File: src/rtl/btn_pkg.sv
// Shared types and constants for the push-button conditioner.
package btn_pkg;

  typedef enum logic [1:0] {
    IDLE   = 2'd0,
    HOLD   = 2'd1,
    REPEAT = 2'd2
  } btn_state_e;

  localparam int BTN_DEC = 0;
  localparam int BTN_INC = 1;
  localparam int BTN_SET = 2;

  localparam int DEF_DEBOUNCE_CYCLES = 1000000;
  localparam int DEF_REPEAT_DELAY    = 25000000;
  localparam int DEF_REPEAT_RATE     = 5000000;

endpackage

File: src/rtl/btn_debounce.sv
// One key: 2-flop synchronizer, level debouncer, and an arm flag that stays low
// after reset until the key has been seen released for a full debounce window.
module btn_debounce
  import btn_pkg::*;
#(
  parameter int DEBOUNCE_CYCLES = DEF_DEBOUNCE_CYCLES
) (
  input  logic clk_i,
  input  logic rst_i,
  input  logic btn_n_i,
  output logic db_o,
  output logic arm_o
);

  localparam logic [31:0] DB_TC = 32'(DEBOUNCE_CYCLES);

  logic        sync1_q;
  logic        sync2_q;
  logic        lvl;
  logic        db_q, db_d;
  logic [31:0] cnt_q, cnt_d;
  logic        arm_q, arm_d;
  logic [31:0] rel_cnt_q, rel_cnt_d;

  assign lvl = ~sync2_q;

  always_comb begin
    db_d      = db_q;
    cnt_d     = cnt_q;
    arm_d     = arm_q;
    rel_cnt_d = rel_cnt_q;

    // Counter reaches DB_TC after DEBOUNCE_CYCLES differing samples; db follows on the next one.
    if (lvl == db_q) begin
      cnt_d = '0;
    end else if (cnt_q == DB_TC) begin
      db_d  = lvl;
      cnt_d = '0;
    end else begin
      cnt_d = cnt_q + 32'd1;
    end

    if (!arm_q) begin
      if (lvl) begin
        rel_cnt_d = '0;
      end else if (rel_cnt_q == DB_TC) begin
        arm_d     = 1'b1;
        rel_cnt_d = '0;
      end else begin
        rel_cnt_d = rel_cnt_q + 32'd1;
      end
    end
  end

  always_ff @(posedge clk_i) begin
    if (rst_i) begin
      sync1_q   <= 1'b1;
      sync2_q   <= 1'b1;
      db_q      <= 1'b0;
      cnt_q     <= '0;
      arm_q     <= 1'b0;
      rel_cnt_q <= '0;
    end else begin
      sync1_q   <= btn_n_i;
      sync2_q   <= sync1_q;
      db_q      <= db_d;
      cnt_q     <= cnt_d;
      arm_q     <= arm_d;
      rel_cnt_q <= rel_cnt_d;
    end
  end

  assign db_o  = db_q;
  assign arm_o = arm_q;

endmodule

File: src/rtl/btn_conditioner.sv
// Debounces dec/inc/settime keys and turns them into single-cycle action strobes.
// Auto-repeat on inc/dec is built only when BTN_AUTOREPEAT_EN is defined.
//
// state  | meaning
// IDLE   | key released (or not yet armed); waiting for debounced press
// HOLD   | pressed; press pulse issued, counting REPEAT_DELAY
// REPEAT | auto-repeating every REPEAT_RATE cycles
module btn_conditioner
  import btn_pkg::*;
#(
  parameter int DEBOUNCE_CYCLES = DEF_DEBOUNCE_CYCLES,
  parameter int REPEAT_DELAY    = DEF_REPEAT_DELAY,
  parameter int REPEAT_RATE     = DEF_REPEAT_RATE
) (
  input  logic       clk,
  input  logic       reset,
  input  logic       btn_dec_n,
  input  logic       btn_inc_n,
  input  logic       btn_settime_n,
  output logic       pulse_dec,
  output logic       pulse_inc,
  output logic       pulse_settime,
  output logic [2:0] held
);

`ifdef BTN_AUTOREPEAT_EN
  localparam logic [31:0] RPT_DELAY_TC = 32'(REPEAT_DELAY - 1);
  localparam logic [31:0] RPT_RATE_TC  = 32'(REPEAT_RATE - 1);
`endif

  logic [2:0] btn_n;
  logic [2:0] db;
  logic [2:0] arm;
  logic [2:0] act;
  logic [1:0] other_act;
  logic [1:0] key_pulse;
  logic       set_prev_q;
  logic       set_pulse_q;

  assign btn_n[BTN_DEC] = btn_dec_n;
  assign btn_n[BTN_INC] = btn_inc_n;
  assign btn_n[BTN_SET] = btn_settime_n;

  for (genvar g = 0; g < 3; g++) begin : g_db
    btn_debounce #(
      .DEBOUNCE_CYCLES(DEBOUNCE_CYCLES)
    ) u_debounce (
      .clk_i  (clk),
      .rst_i  (reset),
      .btn_n_i(btn_n[g]),
      .db_o   (db[g]),
      .arm_o  (arm[g])
    );
  end

  // A key held through reset stays inert until it has been released and re-armed.
  assign act  = db & arm;
  assign held = db;

  assign other_act[BTN_DEC] = act[BTN_INC];
  assign other_act[BTN_INC] = act[BTN_DEC];

  for (genvar g = 0; g < 2; g++) begin : g_key
    btn_state_e  state_q, state_d;
    logic [31:0] rpt_cnt_q, rpt_cnt_d;
    logic        lock_q, lock_d;
    logic        pulse_q, pulse_d;

    always_ff @(posedge clk) begin
      if (reset) begin
        state_q   <= IDLE;
        rpt_cnt_q <= '0;
        lock_q    <= 1'b0;
        pulse_q   <= 1'b0;
      end else begin
        state_q   <= state_d;
        rpt_cnt_q <= rpt_cnt_d;
        lock_q    <= lock_d;
        pulse_q   <= pulse_d;
      end
    end

    always_comb begin
      state_d   = state_q;
      rpt_cnt_d = rpt_cnt_q;
      lock_d    = lock_q;
      pulse_d   = 1'b0;

      if (!act[g]) begin
        state_d   = IDLE;
        rpt_cnt_d = '0;
        lock_d    = 1'b0;
      end else begin
        unique case (state_q)
          IDLE: begin
            // Pressing while the opposite key is active (or rising together) locks out this hold.
            state_d   = HOLD;
            rpt_cnt_d = '0;
            lock_d    = other_act[g];
            pulse_d   = ~other_act[g];
          end
          HOLD: begin
`ifdef BTN_AUTOREPEAT_EN
            if (rpt_cnt_q == RPT_DELAY_TC) begin
              state_d   = REPEAT;
              rpt_cnt_d = '0;
              pulse_d   = ~lock_q;
            end else begin
              rpt_cnt_d = rpt_cnt_q + 32'd1;
            end
`else
            state_d = HOLD;
`endif
          end
          REPEAT: begin
`ifdef BTN_AUTOREPEAT_EN
            if (rpt_cnt_q == RPT_RATE_TC) begin
              rpt_cnt_d = '0;
              pulse_d   = ~lock_q;
            end else begin
              rpt_cnt_d = rpt_cnt_q + 32'd1;
            end
`else
            state_d   = HOLD;
            rpt_cnt_d = '0;
`endif
          end
          default: begin
            state_d   = IDLE;
            rpt_cnt_d = '0;
            lock_d    = 1'b0;
          end
        endcase
      end
    end

    assign key_pulse[g] = pulse_q;
  end

  always_ff @(posedge clk) begin
    if (reset) begin
      set_prev_q  <= 1'b0;
      set_pulse_q <= 1'b0;
    end else begin
      set_prev_q  <= act[BTN_SET];
      set_pulse_q <= act[BTN_SET] & ~set_prev_q;
    end
  end

  assign pulse_dec     = key_pulse[BTN_DEC];
  assign pulse_inc     = key_pulse[BTN_INC];
  assign pulse_settime = set_pulse_q;

endmodule

File: config.mk
export PLATFORM = sky130hd
export DESIGN_NAME = btn_conditioner
export DESIGN_NICKNAME = d
export VERILOG_FILES = /design/src/rtl/btn_pkg.sv /design/src/rtl/btn_debounce.sv /design/src/rtl/btn_conditioner.sv
export SDC_FILE = /design/constraint.sdc
export NUM_CORES = 1
export LEC_CHECK = 0
export ABC_AREA = 0
export CORE_ASPECT_RATIO = 1.5
export CORE_MARGIN = 8
export CORE_UTILIZATION = 45
export CTS_CLUSTER_DIAMETER = 150
export CTS_CLUSTER_SIZE = 10
export DETAILED_ROUTE_END_ITERATION = 10
export SLEW_MARGIN = 20
export SYNTH_ARGS = -nofsm -noshare
export SYNTH_HDL_FRONTEND = slang
export SYNTH_SLANG_ARGS = --single-unit
File: constraint.sdc
create_clock -name clk -period 2.85 [get_ports clk]
set_input_delay 0.855 -clock clk [delete_from_list [all_inputs] [get_ports clk]]
set_output_delay 0.855 -clock clk [all_outputs]
set_load 0.02 [all_outputs]
==> results.md, run 1 <==
- Status: finished clean
- Area growth from synthesis to layout: 9.660%
- GR Util All Layers: 0.1497
- Final Setup Violations: 0
- Share of synthesized registers carrying an async set or reset: 0
- Highest layer used for signal routing: met4
- Via total after detailed routing: 7715
- Dominant synthesized flop cell: sky130_fd_sc_hd__dfxtp_1
- Number of cells upsized or downsized after cts: 0
- Internal Pwr Total: 4.535 mW
- Detailed route wirelength on metal2: 9.989 mm
- Area of the die: 27120 sq um
- Number of cells on the worst reg-to-reg path: 8
- Detail Route met3 WL: 616 microns
- FF+latch count, synth: 210
- Count of pins over their slew limit: 0
- CTS clock-pin slew for the worst setup and hold paths: 50 ps
- Max-capacitance violation count: 0
- Clock Sink Count: 210
- Sum of negative setup slack: 0 ps
- Critical path startpoint: g_db[1].u_debounce.db_o$_SDFFE_PP0P_
- Share of the synthesized area in the top cell type: 0.4243
- Final critical delay including setup and external delays: 2453 ps
- Number of buffers inserted for hold repair after clock tree synthesis: 0
- Power density normalized to cell area: 529.4 nW/um^2
- Hpwl dp: 13.55 mm
- PortBufs: 10
- Buffers and inverters on the worst path: 1
- Min-delay src: set_prev_q$_SDFF_PP0_
- Worst hold margin: 390.6 ps
- Rel. slew slack: 0.5527
- Number of instances on the worst hold path: 1
- Sink of the worst hold path: pulse_settime$_SDFF_PP0_
- Routed Wire Length: 19.96 mm
- Vias per inst: 5.418
- Clock tree from TritonCTS: built
- Register-to-register setup slack: 480 ps
- Detailed router's first-iteration violation count: 485
- Sequential element share of the synthesized area: 0.4243
- Startpoint type of the worst setup path: flip-flop
- Wire length of the first global-routing pass: 34.76 mm
- Worst-Margin Slew: 665.9 ps
- DR DRC count: 0
- Ant diodes: 0
- Crit share post-route: 0.8605
- Largest fanout of any net on the critical path: 4
- Largest area contributor in the synthesized netlist: sky130_fd_sc_hd__dfxtp_1
- Max Fclk: 0.4077 GHz
- Vias in the first global route: 7409
- Lkg Pwr: 3.563 nW
- Number of post-CTS setup repair buffers: 0
- Max IR drop VDD: 0.3792 mV
- Cell types occupying the most area after synthesis: sky130_fd_sc_hd__dfxtp_1 42%, sky130_fd_sc_hd__xor2_1 8.0%, sky130_fd_sc_hd__nor2_1 7.7%
- Mapped Avg Cell Area: 8.601 sq um
- Number of library cell types mapped by synthesis: 61
- Number of I/O pins: 11
- Crit. End Element: output port
- Core area: 21640 sq um
- Share of power burned in registers: 0.518
- Pin count of the biggest net entering global routing: 33
- Cell area after technology mapping: 9908 sq um
- Crit path max-delay cell type: sky130_fd_sc_hd__clkdlybuf4s50_1
- Aggregate global routing overflow: 0
- Largest stage delay, worst path: 660 ps
- Cell type group with the largest total delay on the critical path: buffers and inverters
- Worst endpoint required time: 2000 ps
- Worst endpoint data arrival time: 1600 ps
- Wire length on met1: 9.008 mm
- Sw Pwr: 1.218 mW
- Wire length per cell: 14.02 microns
- Maximum clock skew at final layout: 6.328 ps
- Deepest clock path buffer count: 3
- FP Rows: 66
- Origin of the critical flop-to-flop path: g_db[0].u_debounce.rel_cnt_q[0]$_SDFFE_PP0N_
- Reg2reg end: g_db[0].u_debounce.rel_cnt_q[26]$_SDFFE_PP0N_
- Detailed-routing iteration count for the pre-antenna-repair pass: 4
- Number of instances in the synthesized netlist: 1152
- Clock latency on the worst-skew pair: 510 ps
- Count of filler cells inserted in the layout: 2088
- Switching share of total power: 0.2117
- Initial antenna violation count: 0
- Syn_nets: 1169
- Number of warnings reported in the yosys synthesis log: 0
- Final weighted congestion of routability-driven global placement: 0.8007
- Number of buffers added by the clock tree synthesis step: 24
- Die Y-Extent: 197.7 microns
- Number of synthesized flops with an enable pin: 0
- Part of the power in combinational logic: 0.023
- Cell-by-cell trace of the critical path: clkdlybuf4s50_1
- Share of final-layout standard cells stronger than drive strength 1: 0.05990
- Post-route ant nets: 0
- Die width: 137.2 microns
- Count of H-tree levels built during CTS: 1
- Worst min-delay path class: reg2reg
- Initial Utilization: 0.4580
- Final Hold Vio Count: 0
- CTS Root Cell: sky130_fd_sc_hd__clkbuf_16
- Setup repair after global routing missed its margin: false
- Part of the power in the clock network: 0.459
- Post-layout nets: 1170
- Critical path class: reg2out
## cell usage after synthesis (8+ instances only)
cell and number:
sky130_fd_sc_hd__and2_1 8, sky130_fd_sc_hd__and3_1 22, sky130_fd_sc_hd__clkbuf_1 23, sky130_fd_sc_hd__a31oi_1 12, sky130_fd_sc_hd__dfxtp_1 210, sky130_fd_sc_hd__or2_2 8
sky130_fd_sc_hd__buf_2 19, sky130_fd_sc_hd__nand4_1 58, sky130_fd_sc_hd__nor2b_1 9, sky130_fd_sc_hd__inv_1 33, sky130_fd_sc_hd__xnor2_1 73, sky130_fd_sc_hd__ha_1 12
sky130_fd_sc_hd__a21oi_1 15, sky130_fd_sc_hd__nor4_1 39, sky130_fd_sc_hd__nor2_1 204, sky130_fd_sc_hd__or3_1 8, sky130_fd_sc_hd__nand2_1 77, sky130_fd_sc_hd__and4_1 25
sky130_fd_sc_hd__nor4b_1 16, sky130_fd_sc_hd__o21ai_0 10, sky130_fd_sc_hd__nand3_1 71, sky130_fd_sc_hd__nor3_1 37, sky130_fd_sc_hd__xor2_1 91
## metrics by stage
stage / cell area [sq um] / cells / power [mW] / setup slack (ps) / utilization
after detailed placement: 10240 / 1399 / 3.174 / 163.7 / 0.4731
after CTS: 10860 / 1424 / 5.855 / 310.5 / 0.5020
after floorplan: 9908 / 1152 / 3.132 / 864.4 / -
final: 10870 / 1424 / 5.752 / 397.5 / 0.5022
after global placement: 10240 / 1399 / 3.172 / 200.0 / 0.4731
after global routing: 10870 / 1424 / 5.975 / 271.8 / 0.5022
## registers in the layout, summed over array words and instances (netlist names)
signal	flops
set_prev_q	1
g_db.u_debounce.arm_o	3
pulse_inc	1
g_db.u_debounce.cnt_q	96
pulse_dec	1
g_db.u_debounce.sync1_q	3
g_db.u_debounce.db_o	3
g_db.u_debounce.sync2_q	3
g_db.u_debounce.rel_cnt_q	96
g_key.state_q	2
pulse_settime	1
## logic make-up (layout without fill, tap and decap cells)
family	Yosys count	count (layout)	share of synthesized area
compound gates	63	63	0.04243
fa+ha+maj	12	12	0.01515
mux	2	2	0.002021
flops	210	210	0.4243
simple gates	619	619	0.3338
xor+xnor	164	164	0.1450
buf+inv	82	82	0.03738
## worst max path at each step
stage / endpoint / slack (ps) / cells past startpoint
after floorplan: g_db[2].u_debounce.rel_cnt_q[26]$_SDFFE_PP0N_ / 860 / 5
after global placement: g_db[2].u_debounce.rel_cnt_q[26]$_SDFFE_PP0N_ / 200 / 5
after detailed placement: g_db[2].u_debounce.rel_cnt_q[26]$_SDFFE_PP0N_ / 160 / 5
after CTS: g_db[2].u_debounce.rel_cnt_q[5]$_SDFFE_PP0N_ / 310 / 5
after global routing: g_db[0].u_debounce.rel_cnt_q[30]$_SDFFE_PP0N_ / 270 / 8
final: held[1] / 400 / 1
## power by group through the flow
stage | Clock [mW] | Sequential [mW] | Combinational (mW)
4_1_cts | 2.74 | 2.98 | 0.132
6_report | 2.64 | 2.98 | 0.131
3_5_place_dp | 0 | 3.04 | 0.131
3_3_place_gp | 0 | 3.04 | 0.130
2_1_floorplan | 0 | 3.03 | 0.0973
5_1_grt | 2.84 | 2.98 | 0.150
## final cells by class
class                           instances  area [sq um]  area share
Multi-Input combinational cell        860          5341      0.4916
Sequential cell                       210          4204      0.3869
Clock buffer                           25         625.6     0.05758
Tap cell                              272         340.3     0.03132
Timing Repair Buffer                   24         230.2     0.02119
Inverter                               33         123.9     0.01140
## layer usage
metal,global-route usage,vias to the layer above
met2,0.2652,71
met5,0,-
met3,0.02385,28
met4,0.04200,0
li1,-,4014
met1,0.1813,3602
## placed cells by master, fill, tap and decap left out, drive strengths merged, types with 2 or more instances in the layout
master,netlist,layout
and4,30,30
nand2b,4,4
or4,4,4
a21oi,15,15
nand3b,3,3
and3,22,22
xnor2,73,73
a21o,3,3
ha,12,12
nor3,37,37
o21ai,10,10
inv,33,33
or3,9,9
nand4b,4,4
a211oi,2,2
nor2b,9,9
nor4,45,45
o311ai,2,2
a31oi,12,12
nand3,71,71
nor4b,16,16
nor2,204,204
a32oi,2,2
and2,9,9
nor3b,2,2
buf,24,14
or2,8,8
nand2,77,77
nand4,60,60
o21bai,3,3
clkdlybuf4s50,0,10
mux2i,2,2
dfxtp,210,210
nor4bb,4,4
clkbuf,25,25
xor2,91,91
o211ai,4,4
Note: power is estimated with default switching activity, not from simulation.
==> inputs of run 2 (changes only) <==
Settings changed: PLACE_DENSITY_LB_ADDON from default to 0.25, SLEW_MARGIN 20 to default.
==> run 2 against run 1 <==
Compared with the run above:
- non-clock buffer count up 2
- total power down 1.1%
- clock power down 2%
- via count up 1.2%
- sequential cell count unchanged
- sequential share of layout area about the same
==> results.md, run 2 (same netlist as run 1, synthesis figures left out) <==
- Status: finished clean
- Largest stage delay, worst path: 650 ps (about the same)
- Number of buffers added by the clock tree synthesis step: 24 (unchanged)
- Startpoint type of the worst setup path: flip-flop
- Setup repair after global routing missed its margin: false
- Largest fanout of any net on the critical path: 4 (unchanged)
- Count of H-tree levels built during CTS: 1 (unchanged)
- Clock latency on the worst-skew pair: 510 ps (about the same)
- Hpwl dp: 13.52 mm (-0.19%)
- Die Y-Extent: 197.7 microns (unchanged)
- Max Fclk: 0.4065 GHz (-0.31%)
- Area growth from synthesis to layout: 9.559% (about the same)
- Number of cells upsized or downsized after cts: 0 (unchanged)
- Number of I/O pins: 11 (unchanged)
- Core area: 21640 sq um (unchanged)
- Worst min-delay path class: reg2reg
- Buffers and inverters on the worst path: 1 (unchanged)
- Number of post-CTS setup repair buffers: 0 (unchanged)
- Detailed route wirelength on metal2: 9.629 mm (-3.6%)
- Vias in the first global route: 7571 (+2.2%)
- Rel. slew slack: 0.3590 (-0.1937)
- Number of buffers inserted for hold repair after clock tree synthesis: 0 (unchanged)
- Final critical delay including setup and external delays: 2460 ps (+7.736 ps)
- Final Hold Vio Count: 0 (unchanged)
- Wire length of the first global-routing pass: 34.69 mm (-0.20%)
- Lkg Pwr: 3.560 nW (about the same)
- Initial antenna violation count: 0 (unchanged)
- Final weighted congestion of routability-driven global placement: 0.7676 (-4.1%)
- Count of filler cells inserted in the layout: 2040 (-2.3%)
- Wire length per cell: 13.69 microns (-2.4%)
- CTS Root Cell: sky130_fd_sc_hd__clkbuf_16
- Worst endpoint data arrival time: 1610 ps (about the same)
- Sum of negative setup slack: 0 ps (unchanged)
- Final Setup Violations: 0 (unchanged)
- Pin count of the biggest net entering global routing: 33 (unchanged)
- Initial Utilization: 0.4580 (unchanged)
- Cell-by-cell trace of the critical path: clkdlybuf4s50_1
- Via total after detailed routing: 7804 (+1.2%)
- Critical path class: reg2out
- DR DRC count: 0 (unchanged)
- Worst-Margin Slew: 959.5 ps (+293.6 ps)
- Pwr Total: 5.686 mW (-1.1%)
- Wire length on met1: 8.929 mm (-0.88%)
- PortBufs: 10 (unchanged)
- Highest layer used for signal routing: met4
- Maximum clock skew at final layout: 18.98 ps (+12.65 ps)
- Area of the die: 27120 sq um (unchanged)
- Placed cell count: 1401 (+0.14%)
- Count of pins over their slew limit: 0 (unchanged)
- Area taken by multi-input logic gates: 5338 sq um (about the same)
- Routed Wire Length: 19.52 mm (-2.2%)
- Sequential standard cell area: 4204 sq um (unchanged)
- Leading cell types in the layout, fill and taps excluded: 210 x sky130_fd_sc_hd__dfxtp_1, 204 x sky130_fd_sc_hd__nor2_1, 91 x sky130_fd_sc_hd__xor2_1, 77 x sky130_fd_sc_hd__nand2_1, 73 x sky130_fd_sc_hd__xnor2_1
- Largest registers: g_db.u_debounce.cnt_q (96), g_db.u_debounce.rel_cnt_q (96)
- Worst endpoint required time: 2000 ps (about the same)
- Die width: 137.2 microns (unchanged)
- Max-capacitance violation count: 0 (unchanged)
- Crit. End Element: output port
- Detailed-routing iteration count for the pre-antenna-repair pass: 5 (+1)
- Vias per inst: 5.473 (+1.0%)
- Max IR drop VDD: 0.3973 mV (+4.8%)
- Detailed router's first-iteration violation count: 259 (-47%)
- CTS clock-pin slew for the worst setup and hold paths: 50 ps (about the same)
- Clock tree from TritonCTS: built
- Count of non-filler cells in the finished layout: 1426 (+0.14%)
- FP Rows: 66 (unchanged)
- GR Util All Layers: 0.1482 (-0.001519)
- Ant diodes: 0 (unchanged)
- Power density normalized to cell area: 523.8 nW/um^2 (-1.1%)
- Crit share post-route: 0.8633 (+0.002714)
- Crit path max-delay cell type: sky130_fd_sc_hd__clkdlybuf4s50_1
- Most frequent standard cell in the layout excluding fill and tap cells: sky130_fd_sc_hd__dfxtp_1
- Cell type group with the largest total delay on the critical path: buffers and inverters
- Detail Route met3 WL: 610 microns (-0.97%)
- Clock Sink Count: 210 (unchanged)
- Share of final-layout standard cells stronger than drive strength 1: 0.06066 (+0.0007627)
- Deepest clock path buffer count: 3 (unchanged)
- Aggregate global routing overflow: 0 (unchanged)
- Post-route ant nets: 0 (unchanged)
- Post-layout nets: 1172 (+0.17%)
run 2: path summary, 6_finish.rpt:
| path | start | to | slack [ps] | depth (start not counted) |
|---|---|---|---|---|
| max | g_db[1].u_debounce.db_o$_SDFFE_PP0P_ | held[1] | 390 | 1 |
| min | set_prev_q$_SDFF_PP0_ | pulse_settime$_SDFF_PP0_ | 400 | 1 |
| max reg2reg | g_db[0].u_debounce.rel_cnt_q[0]$_SDFFE_PP0N_ | g_db[0].u_debounce.rel_cnt_q[18]$_SDFFE_PP0N_ | 530 | 8 |
| min reg2reg | set_prev_q$_SDFF_PP0_ | pulse_settime$_SDFF_PP0_ | 400 | 1 |
run 2: metal layers:
layer / up-vias / track usage
met2: 89 / 0.2618
li1: 4007 / -
met1: 3681 / 0.1829
met3: 27 / 0.02131
met4: 0 / 0.03796
met5: - / 0
run 2: per-stage QoR:
| step | instance area [sq um] | setup slack (ps) | util | hold slack [ps] |
|---|---|---|---|---|
| 5_1_grt | 10860 | 201.2 | 0.5017 | 425.0 |
| 4_1_cts | 10860 | 358.7 | 0.5017 | 397.0 |
| 3_3_place_gp | 10240 | 353.1 | 0.4732 | 384.2 |
| 6_report | 10860 | 389.7 | 0.5017 | 400.0 |
| 2_1_floorplan | 9908 | 864.4 | - | 367.4 |
| 3_5_place_dp | 10240 | 343.9 | 0.4732 | 371.9 |
run 2: report_power, final:
| group | leakage, nW | switching (mW) | internal [mW] |
|---|---|---|---|
| registers | 1.69 | 0.0245 | 2.96 |
| logic | 1.56 | 0.0773 | 0.0524 |
| clock network | 0.303 | 1.10 | 1.48 |
run 2: cell type report:
class | instances | share of cell area
Inverter | 33 | 0.01141
Timing Repair Buffer | 26 | 0.02144
Tap cell | 272 | 0.03135
Sequential cell | 210 | 0.3873
Clock inverter | 1 | 0.001498
Multi-Input combinational cell | 860 | 0.4917
Clock buffer | 24 | 0.05533
